===== src/rtl/vote_if.sv =====
// Ballot bus between the vote/admin front panel and the vote controller.
interface vote_if #(
  parameter int unsigned NUM_CAND = 4,
  parameter int unsigned CNT_W    = 8
);
  localparam int unsigned SEL_W = $clog2(NUM_CAND);

  logic [NUM_CAND-1:0] valid_vote;
  logic                ballot_en;
  logic                result_mode;
  logic [SEL_W-1:0]    result_sel;
  logic                clear_counts;
  logic                ready;
  logic                busy;
  logic                vote_recorded;
  logic                vote_reject;
  logic [SEL_W-1:0]    recorded_cand;
  logic [CNT_W-1:0]    count_out;

  modport master (
    output valid_vote, ballot_en, result_mode, result_sel, clear_counts,
    input  ready, busy, vote_recorded, vote_reject, recorded_cand, count_out
  );

  modport slave (
    input  valid_vote, ballot_en, result_mode, result_sel, clear_counts,
    output ready, busy, vote_recorded, vote_reject, recorded_cand, count_out
  );
endinterface


===== src/rtl/vote_controller.sv =====
// Ballot sequencer: arm, accept one vote, tally with saturation, lock out,
// and serve per-candidate counts in result mode.
module vote_controller #(
  parameter int unsigned NUM_CAND       = 4,
  parameter int unsigned CNT_W          = 8,
  parameter int unsigned LOCKOUT_CYCLES = 100000000
) (
  input logic  clock,
  input logic  reset,
  vote_if.slave bus
);
  localparam int unsigned SEL_W = $clog2(NUM_CAND);
  localparam int unsigned SEL_N = 1 << SEL_W;
  localparam int unsigned TMR_W = (LOCKOUT_CYCLES > 1) ? $clog2(LOCKOUT_CYCLES) : 1;
  localparam logic [TMR_W-1:0] TMR_LAST = TMR_W'(LOCKOUT_CYCLES - 1);
  localparam logic [CNT_W-1:0] CNT_MAX  = '1;

  typedef enum logic [1:0] {IDLE, ARMED, RECORD, LOCKOUT} state_t;

  state_t           state_q, state_d;
  logic [TMR_W-1:0] timer_q, timer_d;
  logic [SEL_W-1:0] idx_q, idx_d;
  logic [CNT_W-1:0] count_q [NUM_CAND];
  logic [CNT_W-1:0] count_d [NUM_CAND];
  logic [CNT_W-1:0] count_ext [SEL_N];

  logic             ready_q, ready_d;
  logic             busy_q, busy_d;
  logic             rec_q, rec_d;
  logic             rej_q, rej_d;
  logic [SEL_W-1:0] rec_cand_q, rec_cand_d;
  logic [CNT_W-1:0] count_out_q, count_out_d;

  logic             one_hot_c;
  logic             multi_c;
  logic [SEL_W-1:0] press_idx_c;

  assign one_hot_c = ($countones(bus.valid_vote) == 1);
  assign multi_c   = ($countones(bus.valid_vote) > 1);

  // Index of the pressed candidate; only meaningful when one_hot_c.
  always_comb begin
    press_idx_c = '0;
    for (int unsigned i = 0; i < NUM_CAND; i++) begin
      if (bus.valid_vote[i]) press_idx_c = SEL_W'(i);
    end
  end

  // Pad the count table so out-of-range selects read zero.
  always_comb begin
    for (int unsigned i = 0; i < SEL_N; i++) count_ext[i] = '0;
    for (int unsigned i = 0; i < NUM_CAND; i++) count_ext[i] = count_q[i];
  end

  always_comb begin
    state_d    = state_q;
    timer_d    = timer_q;
    idx_d      = idx_q;
    count_d    = count_q;
    rec_d      = 1'b0;
    rej_d      = 1'b0;
    rec_cand_d = rec_cand_q;

    unique case (state_q)
      IDLE: begin
        if (bus.result_mode) begin
          if (bus.clear_counts) begin
            for (int unsigned i = 0; i < NUM_CAND; i++) count_d[i] = '0;
          end
        end else if (bus.ballot_en) begin
          state_d = ARMED;
        end
      end
      ARMED: begin
        if (bus.result_mode) begin
          state_d = IDLE;
        end else if (one_hot_c) begin
          state_d = RECORD;
          idx_d   = press_idx_c;
        end else if (multi_c) begin
          rej_d = 1'b1;
        end
      end
      RECORD: begin
        if (count_q[idx_q] != CNT_MAX) count_d[idx_q] = count_q[idx_q] + CNT_W'(1);
        rec_d      = 1'b1;
        rec_cand_d = idx_q;
        timer_d    = '0;
        state_d    = LOCKOUT;
      end
      LOCKOUT: begin
        if (timer_q == TMR_LAST) state_d = IDLE;
        else                     timer_d = timer_q + TMR_W'(1);
      end
      default: state_d = IDLE;
    endcase

    ready_d     = (state_d == ARMED);
    busy_d      = (state_d == RECORD) || (state_d == LOCKOUT);
    count_out_d = bus.result_mode ? count_ext[bus.result_sel] : '0;
  end

  always_ff @(posedge clock) begin
    if (reset) state_q <= IDLE;
    else       state_q <= state_d;
  end

  always_ff @(posedge clock) begin
    if (reset) begin
      timer_q     <= '0;
      idx_q       <= '0;
      ready_q     <= 1'b0;
      busy_q      <= 1'b0;
      rec_q       <= 1'b0;
      rej_q       <= 1'b0;
      rec_cand_q  <= '0;
      count_out_q <= '0;
      for (int unsigned i = 0; i < NUM_CAND; i++) count_q[i] <= '0;
    end else begin
      timer_q     <= timer_d;
      idx_q       <= idx_d;
      ready_q     <= ready_d;
      busy_q      <= busy_d;
      rec_q       <= rec_d;
      rej_q       <= rej_d;
      rec_cand_q  <= rec_cand_d;
      count_out_q <= count_out_d;
      for (int unsigned i = 0; i < NUM_CAND; i++) count_q[i] <= count_d[i];
    end
  end

  assign bus.ready         = ready_q;
  assign bus.busy          = busy_q;
  assign bus.vote_recorded = rec_q;
  assign bus.vote_reject   = rej_q;
  assign bus.recorded_cand = rec_cand_q;
  assign bus.count_out     = count_out_q;
endmodule

===== src/flat_wrapper.sv =====
// flat-port wrapper written by rule: the top's interface ports become plain ports
module vote_controller_flat 
#(
  parameter int unsigned NUM_CAND       = 4,
  parameter int unsigned CNT_W          = 8,
  parameter int unsigned LOCKOUT_CYCLES = 100000000
)
  (clock, reset, bus_valid_vote, bus_ballot_en, bus_result_mode, bus_result_sel, bus_clear_counts, bus_ready, bus_busy, bus_vote_recorded, bus_vote_reject, bus_recorded_cand, bus_count_out);
  vote_if #(.NUM_CAND(NUM_CAND), .CNT_W(CNT_W)) bus_i ();
  input logic clock;
  input logic reset;
  input wire logic [$bits(bus_i.valid_vote)-1:0] bus_valid_vote;
  input wire logic [$bits(bus_i.ballot_en)-1:0] bus_ballot_en;
  input wire logic [$bits(bus_i.result_mode)-1:0] bus_result_mode;
  input wire logic [$bits(bus_i.result_sel)-1:0] bus_result_sel;
  input wire logic [$bits(bus_i.clear_counts)-1:0] bus_clear_counts;
  output wire logic [$bits(bus_i.ready)-1:0] bus_ready;
  output wire logic [$bits(bus_i.busy)-1:0] bus_busy;
  output wire logic [$bits(bus_i.vote_recorded)-1:0] bus_vote_recorded;
  output wire logic [$bits(bus_i.vote_reject)-1:0] bus_vote_reject;
  output wire logic [$bits(bus_i.recorded_cand)-1:0] bus_recorded_cand;
  output wire logic [$bits(bus_i.count_out)-1:0] bus_count_out;
  assign bus_i.valid_vote = bus_valid_vote;
  assign bus_i.ballot_en = bus_ballot_en;
  assign bus_i.result_mode = bus_result_mode;
  assign bus_i.result_sel = bus_result_sel;
  assign bus_i.clear_counts = bus_clear_counts;
  assign bus_ready = bus_i.ready;
  assign bus_busy = bus_i.busy;
  assign bus_vote_recorded = bus_i.vote_recorded;
  assign bus_vote_reject = bus_i.vote_reject;
  assign bus_recorded_cand = bus_i.recorded_cand;
  assign bus_count_out = bus_i.count_out;
  vote_controller #(.NUM_CAND(NUM_CAND), .CNT_W(CNT_W), .LOCKOUT_CYCLES(LOCKOUT_CYCLES)) u_core (.clock(clock), .reset(reset), .bus(bus_i));
endmodule

===== config.mk =====
export PLATFORM = sky130hd
export DESIGN_NAME = vote_controller_flat
export DESIGN_NICKNAME = d
export VERILOG_FILES = /design/src/rtl/vote_if.sv /design/src/rtl/vote_controller.sv /design/src/flat_wrapper.sv
export SDC_FILE = /design/constraint.sdc
export NUM_CORES = 1
export LEC_CHECK = 0
export BUFFER_PORTS_ARGS = -buffer_cell sky130_fd_sc_hd__buf_4
export CORE_MARGIN = 4
export CORE_UTILIZATION = 60
export CTS_BUF_LIST = sky130_fd_sc_hd__clkbuf_4 sky130_fd_sc_hd__clkbuf_8 sky130_fd_sc_hd__clkbuf_16
export DETAILED_ROUTE_END_ITERATION = 8
export PLACE_DENSITY = 0.91
export RECOVER_POWER = 100
export SYNTH_ARGS = -nofsm -noshare
export SYNTH_HDL_FRONTEND = slang
export SYNTH_SLANG_ARGS = --single-unit

===== constraint.sdc =====
create_clock -name clock -period 4.1 [get_ports clock]
set_input_delay 0.205 -clock clock [delete_from_list [all_inputs] [get_ports clock]]
set_output_delay 0.205 -clock clock [all_outputs]
set_load 0.05 [all_outputs]

* After elaboration in Yosys (flattened, before gate mapping)
Index checks and enable logic that the tools add are counted.
Storage, ports and cells: register bits 77, input port bits 11, output and inout bits 14, logic and storage cells 75
Cells by class: add/subtract/negate cells 5, $lt $le $gt $ge 4, equality and inequality tests 13, muxes and demuxes 26, bitwise gates (word level) 4, reduce and logical (&&, ||, !) cells 10
Operator list (number):
- 2-to-1 mux 32 bit | 3
- one-hot mux 32 bit (2 select lines) | 1
- one-hot mux 27 bit (2 select lines) | 1
- 2-to-1 mux 8 bit | 5
- adder 32 bit | 1
- binary-select mux 8 bit (select 2 bit) | 2
- bitwise mux 32 bit | 1
- equality test 32 x 2 -> 1 bit, second input constant | 1
- > comparator 32 x 2 -> 1 bit, second input constant | 1
- adder 27 x 1 -> 27 bit, second input constant | 1
- equality test 27 bit, second input constant | 1
- 2-to-1 mux 27 bit | 1
- demux 8 bit (select 2 bit) | 1
- 2-to-1 mux 2 bit | 7
- adder 8 x 1 -> 8 bit, second input constant | 1
- equality test 2 bit, second input constant | 4
- inequality test 8 bit, second input constant | 1
- one-hot mux 2 bit (4 select lines) | 1
- greater-or-equal comparator 3 bit, second input constant | 2
- inequality test 2 bit, second input constant | 3
- inverter 2 -> 3 bit | 2
- adder 1 x 1 -> 2 bit | 2
- equality test 2 x 1 -> 1 bit, second input constant | 2
- AND reduction 4 bit | 1
- other kinds (12) | 16

* Logic depth before layout (Yosys ltp)
Gate-level depths: netlist of the first run.
depth in word-level cells 8, gate-level depth with buffers 9, gate-level depth less buffers 9

* Worst setup path after synthesis of the first run
OpenSTA, ideal clock, no wires.
path type reg-to-reg, start point register u_core.idx_q[1], end point register u_core.count_q (netlist bit u_core.count_ext[5]), library setup time 0.117 ns, arrival time 2.420 ns, data required time 3.983 ns, path slack 1.563 ns, stages on the path, launching flop included 10, buffers on the path 3, clock period less this slack 2.537 ns, path through dfxtp_1 buf_6 buf_2 mux4_2 ha_1 and4_4 and2_1 buf_6 o31a_1 a22o_1
Between the ends: word-level cells in the longest chain between the ends 8, elaborated cells on any way between the ends 16, classes of those cells add/sub (1); order compare (2); eq/ne (2); mux (8); bitwise (1); reduce/logical (2)
Ends and longest elaborated chain:
- start: declaration | RTL line vote_controller.sv:22 | logic [SEL_W-1:0] idx_q, idx_d;
- start signal: assignment | RTL line vote_controller.sv:121 | idx_q <= idx_d;
- inverter 2 -> 3 bit (not written as such) (*) | RTL line vote_controller.sv:85 | if (count_q[idx_q] != CNT_MAX) count_d[idx_q] = count_q[idx_q] + CNT_W'(1);
- binary-select mux 8 bit (select 2 bit), or another cell as far along | RTL line vote_controller.sv:85
- 2-to-1 mux 8 bit (not written as such) or logical AND 1 bit (tied branches) | RTL line vote_controller.sv:85
- 2-to-1 mux 8 bit (not written as such) | RTL line vote_controller.sv:85
- adder 8 x 1 -> 8 bit or demux 8 bit (select 2 bit) (tied branches) | RTL line vote_controller.sv:85
- bitwise mux 32 bit | RTL line vote_controller.sv:85
- 2-to-1 mux 32 bit | RTL line vote_controller.sv:85
- one-hot mux 32 bit (2 select lines) | RTL line vote_controller.sv:64 | unique case (state_q)
- end: declaration | RTL line vote_controller.sv:23 | logic [CNT_W-1:0] count_q [NUM_CAND];
Every way passes the cells marked *; elsewhere a longest branch is shown, timed or not. The select of a mux whose other input is x is not followed. A chain may end at the register's enable or synchronous reset.

* Final worst setup path of the first run
start point register u_core.idx_q[1], end point register u_core.count_q (netlist bit u_core.count_ext[19])
The elaborated chain is that of the path after synthesis.

==> results by group, run 1 <==
Route
  • DRT Pass-1 Iters: 5
  • Vias: roughly 3100
  • Post-Route WL: 8.82 mm
  • WL per Instance: ~19 um
  • Post-DRT Antenna Nets: 0
  • Residual DRC: 0
  • Drt initial violations: just under 300
  • Vias per cell: 6.66

Logic synthesis
  • Synth top area cells: dfxtp_1 (42%), mux4_2 (9.9%), a22o_1 (4.1%)
  • Synth area leader: dfxtp_1
  • Synth Area in Simple Gates: 0.210
  • Mapped cell area: 3660 um^2
  • Post-synth EDFFs: 0
  • Sequential fraction of the synthesis area: 0.421
  • Yosys warns: 0
  • Fraction of synthesized area in multiplexers: 0.101
  • Avg Cell Area, Syn: 9.91 um^2
  • Adder-cell share of the synthesized area: 0.0260
  • Synth Area in Compound Gates: 0.165
  • Asr flop ratio synth: 0
  • Unique masters post-synth: 42
  • Synth Area in XOR/XNOR: 0.0407
  • Syn nets: around 390
  • Flops & latches, synth: 77
  • Main combinational cell family by area after synthesis: simple AND/OR/NAND/NOR gates
  • Synth top area share: 0.421
  • Post-Synthesis Cells: about 370
  • Top FF cell, synth: dfxtp_1

Clocking
  • Clk root buf: clkbuf_8
  • CTS tree: done
  • Num CTS Buffers: 9
  • Clock Tree Buf Depth: 2
  • Gates resized, CTS repair: 0
  • CTS Sinks: slightly below 80
  • CTS Hold Buffers Added: 0
  • Htree depth: 3
  • Worst skew pair latency: about 0.35 ns
  • Post-CTS setup buffer count: 0
  • Worst-path clk slew: roughly 0.080 ns

Setup path
  • R2R setup slack: slightly below 1 ns
  • Critical path endpoint category: flip-flop
  • Reg2Reg Depth: 6
  • Crit-path cells: mux4_2 > ha_1 > and4_2 > and2_0 > nor3_1 > a22o_1
  • FF-to-FF Start: u_core.idx_q[1]
  • Worst path slowest cell: dfxtp_1
  • CP Buf/Inv Count: 0
  • Crit-path max FO: 15
  • Worst r2r dst: u_core.count_ext[19]
  • Startpoint Class: flip-flop
  • Critical path arrival: between 3 and 4 ns
  • Slowest cell delay on critical path: roughly 0.76 ns
  • Crit Path Class: flip-flop to flip-flop
  • Worst setup startpoint: u_core.idx_q[1]
  • WP data required: between 4 and 5 ns
  • CP delay by family, top: simple AND/OR/NAND/NOR gates

GRT
  • Gr ovfl total: 0
  • M1 GR Usage: 0.344
  • Met3 Usage GRT: 0.0557
  • Largest net degree at the start of global routing: 24
  • First-pass GRT wire length: ~15 mm
  • Antenna violations before repair: 0
  • Total track usage: 0.257
  • Vias in the first global route: just under 3000
  • Layer with the highest usage: met2
  • GR Util met2: 0.392

Final layout
  • Sequential cell area: between 1500 and 2000 um^2
  • Area taken by multi-input logic gates: around 2000 um^2
  • Nets: 402
  • Inserted Diodes: 0
  • Final Util: 0.670
  • P&R area growth vs syn: 8.48%
  • # fillers: 439
  • Cell area after layout: a little under 4000 um^2
  • Share of layout cells above drive strength 1: 0.108

Pwr
  • Sw Share: 0.239
  • Share of total power in combinational logic: 0.048
  • Clock Power Share: 0.414
  • Maximum vdd drop: 0.245 mV
  • Sequential power share: 0.538
  • Psw: 0.000337 W
  • Internal cell power: between 0.001 and 0.0015 W
  • Pwr dens: approximately 350 nW/um^2
  • Static leakage power: 1.38 nW

Floorplan
  • Die area: between 7000 and 8000 um^2
  • Chip height: around 86 um
  • Die Wd: between 80 and 90 um
  • # IOs: 25
  • Starting density of the core: 0.618
  • Num rows: 28
  • Core Area: slightly below 6000 um^2

STA
  • Fmax achieved: 320 MHz
  • Final setup viols: 0
  • Clock skew: around 0.0091 ns
  • Final Max Tran Viols: 0
  • Fin. Hold Viols: 0
  • Max-slew headroom: 0.379
  • Setup TNS Final: 0 ns
  • Final Cycle Share: 0.761
  • RSZ-0062 raised after global routing: false
  • Worst-Margin Slew: about 0.92 ns
  • Post-layout min period: between 3 and 4 ns

Min path
  • WHS Path Cells: 2
  • Worst hold path class: input pin to flip-flop
  • Endpoint, Worst Hold: u_core.bus.ready
  • HP Start: bus_result_mode

Run
  • MaxCap Viol Count: 0

Status
  • Status: completed

Placed design
  • Final Wtd Congestion: roughly 0.86
  • Port-buffer cells: 24
  • Placed instance area: between 3000 and 4000 um^2
  • Post-DP HPWL: 6.25 mm
## logic make-up (layout without fill, tap and decap cells)
kind of cell	Yosys count	in the layout
flip-flops	77	77
adder cells (fa/ha/maj)	7	7
multiplexers	17	17
XOR/XNOR	17	17
buffers and inverters	28	48
AO/OA/AOI/OAI	82	82
AND/OR/NAND/NOR	141	141
## through the flow
| stage | cells | power (W) | worst slack, ns | hold slack (ns) |
|---|---|---|---|---|
| 2_1_floorplan | 369 | 0.000821 | 1.56 | 0.436 |
| 3_3_place_gp | 448 | 0.000838 | 1.37 | 0.447 |
| 3_5_place_dp | 448 | 0.000842 | 1.25 | 0.471 |
| 4_1_cts | 464 | 0.00141 | 1.22 | 0.105 |
| 5_1_grt | 464 | 0.00145 | 0.850 | 0.116 |
| 6_report | 464 | 0.00141 | 0.980 | 0.121 |
## how the worst max path moves through the flow
stage                     slack [ns]  cells past startpoint                   end
after global placement          1.37                      6  u_core.count_ext[13]
after global routing            0.85                      6  u_core.count_ext[19]
final                           0.98                      6  u_core.count_ext[19]
after CTS                       1.22                      6   u_core.count_ext[5]
after detailed placement        1.25                      6   u_core.count_ext[5]
after floorplan                 1.56                      9   u_core.count_ext[5]
## cell usage after synthesis (2+ instances only)
cell type,instances
a21oi_1,21
ha_1,6
a22o_1,17
nor2_1,28
xor2_1,4
or4_1,8
nand4_1,7
dfxtp_1,77
nor3_1,10
xnor2_1,13
nor4b_1,5
nor4_1,7
and2_1,6
o31a_1,4
a32o_1,7
inv_1,8
a31oi_1,4
nand2_1,25
or3_1,2
mux4_2,16
buf_2,2
buf_6,3
o21ai_0,5
o2bb2ai_1,8
and4_1,6
nand3_1,14
o21a_1,3
o31ai_1,9
clkbuf_1,14
and3_1,18
## routing by layer
layer	part of all wire	routed length, um	vias to the layer above
met2	0.47	4190	142
li1	-	-	1444
met4	0.036	316	0
met5	0	0	-
met1	0.41	3630	1469
met3	0.078	686	37
## cell type report
type                            instances  share of cell area
Tap cell                               75              0.0237
Clock buffer                           10              0.0347
Clock inverter                          6              0.0155
Sequential cell                        77               0.389
Inverter                                8             0.00757
Multi-Input combinational cell        264               0.499
Timing Repair Buffer                   24              0.0312
## layout by cell type (no fill, tap or decap), types with 13 or more instances in the layout
| cell | Yosys | routed |
|---|---|---|
| mux4_2 | 16 | 16 |
| dfxtp_1 | 77 | 77 |
| a21oi_1 | 21 | 21 |
| and3_1 | 18 | 18 |
| nand3_1 | 14 | 14 |
| xnor2_1 | 13 | 13 |
| a22o_1 | 17 | 17 |
| clkbuf_1 | 14 | 15 |
| nor2_1 | 28 | 28 |
| nand2_1 | 25 | 25 |
## state kept, by name, summed over array words and instances, names as in the netlist
signal / flops
u_core.bus.vote_reject: 1
u_core.bus.ready: 1
u_core.bus.count_out: 8
u_core.bus.recorded_cand: 2
u_core.bus.busy: 1
u_core.count_ext: 32
u_core.state_q: 2
u_core.idx_q: 2
u_core.timer_q: 27
u_core.bus.vote_recorded: 1
## power by group through the flow
stage	clock [W]	sequential, W	combinational (W)
floorplan	0	0.000773	0.0000479
global placement	0	0.000773	0.0000651
detailed placement	0	0.000774	0.0000679
CTS	0.000582	0.000756	0.0000685
global route	0.000621	0.000757	0.0000747
finish	0.000582	0.000756	0.0000676
No activity file was read; power rests on OpenSTA's default activity.
==> run 2, diff against run 1 <==
==> constraint.sdc (replaced) <==
create_clock -name clock -period 3 [get_ports clock]
set_input_delay 0.15 -clock clock [delete_from_list [all_inputs] [get_ports clock]]
set_output_delay 0.15 -clock clock [all_outputs]
set_load 0.05 [all_outputs]
==> run 2 against run 1 <==
Net effect:
- combinational power rose by 39%
- maximum frequency rose by 13%
- clock-buffer cell count rose by 1
- global-route usage fell by 0.44 points
- register-to-register slack got worse by 0.74 ns
- sequential power rose by 36%
- setup slack got worse by 0.74 ns
- critical path type unchanged
- critical endpoint is now u_core.count_ext[3]
- highest routed layer unchanged
==> results by group, run 2 (synthesized netlist as in run 1, its figures left out) <==
Status
  • Status: completed

Route
  • Residual DRC: 0
  • Post-Route WL: just under 9 mm
  • WL per Instance: around 19 um
  • DRT Pass-1 Iters: 5
  • Drt initial violations: 264
  • Post-DRT Antenna Nets: 0
  • Vias per cell: slightly below 7
  • Vias: 3163

Final layout
  • Most frequent cells in the layout: dfxtp_1 (77), nor2_1 (28), nand2_1 (25), a21oi_1 (21), and3_1 (18)
  • Number of flip-flops in the largest register: 32
  • P&R area growth vs syn: 9.27%
  • Cell area after layout: between 3000 and 4000 um^2
  • Nets: ~410
  • Inserted Diodes: 0
  • Commonest non-fill, non-tap cell in the layout: dfxtp_1
  • Share of layout cells above drive strength 1: 0.115
  • Final Util: 0.675

STA
  • Fmax achieved: roughly 360 MHz
  • Clock skew: 0.00866 ns
  • Worst-Margin Slew: 0.818 ns
  • RSZ-0062 raised after global routing: false
  • Max-slew headroom: 0.450
  • Worst setup margin: approximately 0.24 ns
  • Final setup viols: 0
  • Setup TNS Final: 0 ns
  • Final Cycle Share: 0.921
  • Fin. Hold Viols: 0
  • Post-layout min period: between 2 and 3 ns
  • Final Max Tran Viols: 0

Setup path
  • Worst setup path end: u_core.count_ext[3]
  • FF-to-FF Start: u_core.idx_q[0]
  • Reg2Reg Depth: 6
  • Critical path endpoint category: flip-flop
  • Crit-path max FO: 15
  • Startpoint Class: flip-flop
  • Crit Path Class: flip-flop to flip-flop
  • Worst r2r dst: u_core.count_ext[3]
  • R2R setup slack: about 0.24 ns
  • WP data required: about 3.3 ns
  • Worst setup startpoint: u_core.idx_q[0]
  • Critical path arrival: between 3 and 4 ns

Clocking
  • Worst-path clk slew: ~0.08 ns
  • Clock Tree Buf Depth: 2
  • Clk root buf: clkbuf_8
  • CTS Sinks: 77
  • CTS Hold Buffers Added: 0
  • Htree depth: 3
  • Num CTS Buffers: 9
  • CTS tree: done
  • Post-CTS setup buffer count: 0
  • Worst skew pair latency: between 0.3 and 0.4 ns
  • Gates resized, CTS repair: 0

Floorplan
  • Core Area: roughly 6000 um^2
  • Num rows: 28
  • Chip height: 86.1 um
  • # IOs: 25
  • Starting density of the core: 0.618
  • Die area: around 7400 um^2
  • Die Wd: roughly 86 um

GRT
  • Gr ovfl total: 0
  • Total track usage: 0.253
  • Vias in the first global route: approximately 3000
  • Largest net degree at the start of global routing: 21
  • First-pass GRT wire length: roughly 15 mm
  • Met3 Usage GRT: 0.0528
  • Antenna violations before repair: 0
  • Layer with the highest usage: met2
  • GR Util met2: 0.414
  • M1 GR Usage: 0.320

Pwr
  • Power, Total: approximately 0.0019 W
  • Maximum vdd drop: 0.332 mV
  • Static leakage power: ~1.4 nW
  • Pwr dens: ~480 nW/um^2

Run
  • MaxCap Viol Count: 0

Placed design
  • Placed instance area: about 3900 um^2
  • Port-buffer cells: 24
  • Final Wtd Congestion: around 0.9
  • DP Worst Slack: 0.358 ns
  • Post-DP HPWL: around 6 mm

Min path
  • Worst hold path class: input pin to flip-flop
[run 2: worst min path at each step]
| stage | startpoint | endpoint | slack (ns) | depth (start not counted) |
|---|---|---|---|---|
| detailed placement | bus_result_mode | u_core.bus.ready | 0.43 | 2 |
| finish | bus_result_mode | u_core.bus.ready | 0.05 | 2 |
| global route | bus_result_mode | u_core.bus.ready | 0.06 | 2 |
| global placement | bus_result_mode | u_core.bus.ready | 0.42 | 2 |
| CTS | bus_result_mode | u_core.bus.ready | 0.04 | 2 |
| floorplan | bus_valid_vote[3] | u_core.idx_q[0] | 0.38 | 4 |
[run 2: critical path, cell delays in order, from the launching register on]
cell,delay [ns]
dfxtp_1,0.74
mux4_2,0.46
ha_1,0.26
and4_2,0.20
and2_1,0.27
nor3_1,0.54
a22o_1,0.24
[run 2: layer usage]
| metal | wire length, um | part of all wire |
|---|---|---|
| met5 | 0 | 0 |
| met3 | 689 | 0.079 |
| met4 | 188 | 0.022 |
| met2 | 4260 | 0.49 |
| met1 | 3580 | 0.41 |
[run 2: cell type report]
class / instances / area [um^2]
Multi-Input combinational cell: 264 / 1980
Fill cell: 448 / 1920
Sequential cell: 77 / 1540
Timing Repair Buffer: 27 / 146
Clock buffer: 11 / 145
Tap cell: 75 / 93.8
Clock inverter: 5 / 60.1
Inverter: 8 / 30.0
[run 2: where the power goes]
part	leakage (nW)	internal, W	total (W)	switching [W]
sequential	0.620	0.00103	0.00103	0.00000785
clock	0.0912	0.000416	0.000794	0.000379
combinational	0.677	0.0000324	0.0000937	0.0000613
total	1.39	0.00147	0.00192	0.000448
[run 2: metrics by stage]
stage / instances / hold slack [ns]
2_1_floorplan: 369 / 0.381
3_3_place_gp: 451 / 0.417
3_5_place_dp: 451 / 0.428
4_1_cts: 467 / 0.0437
5_1_grt: 467 / 0.0551
6_report: 467 / 0.0544
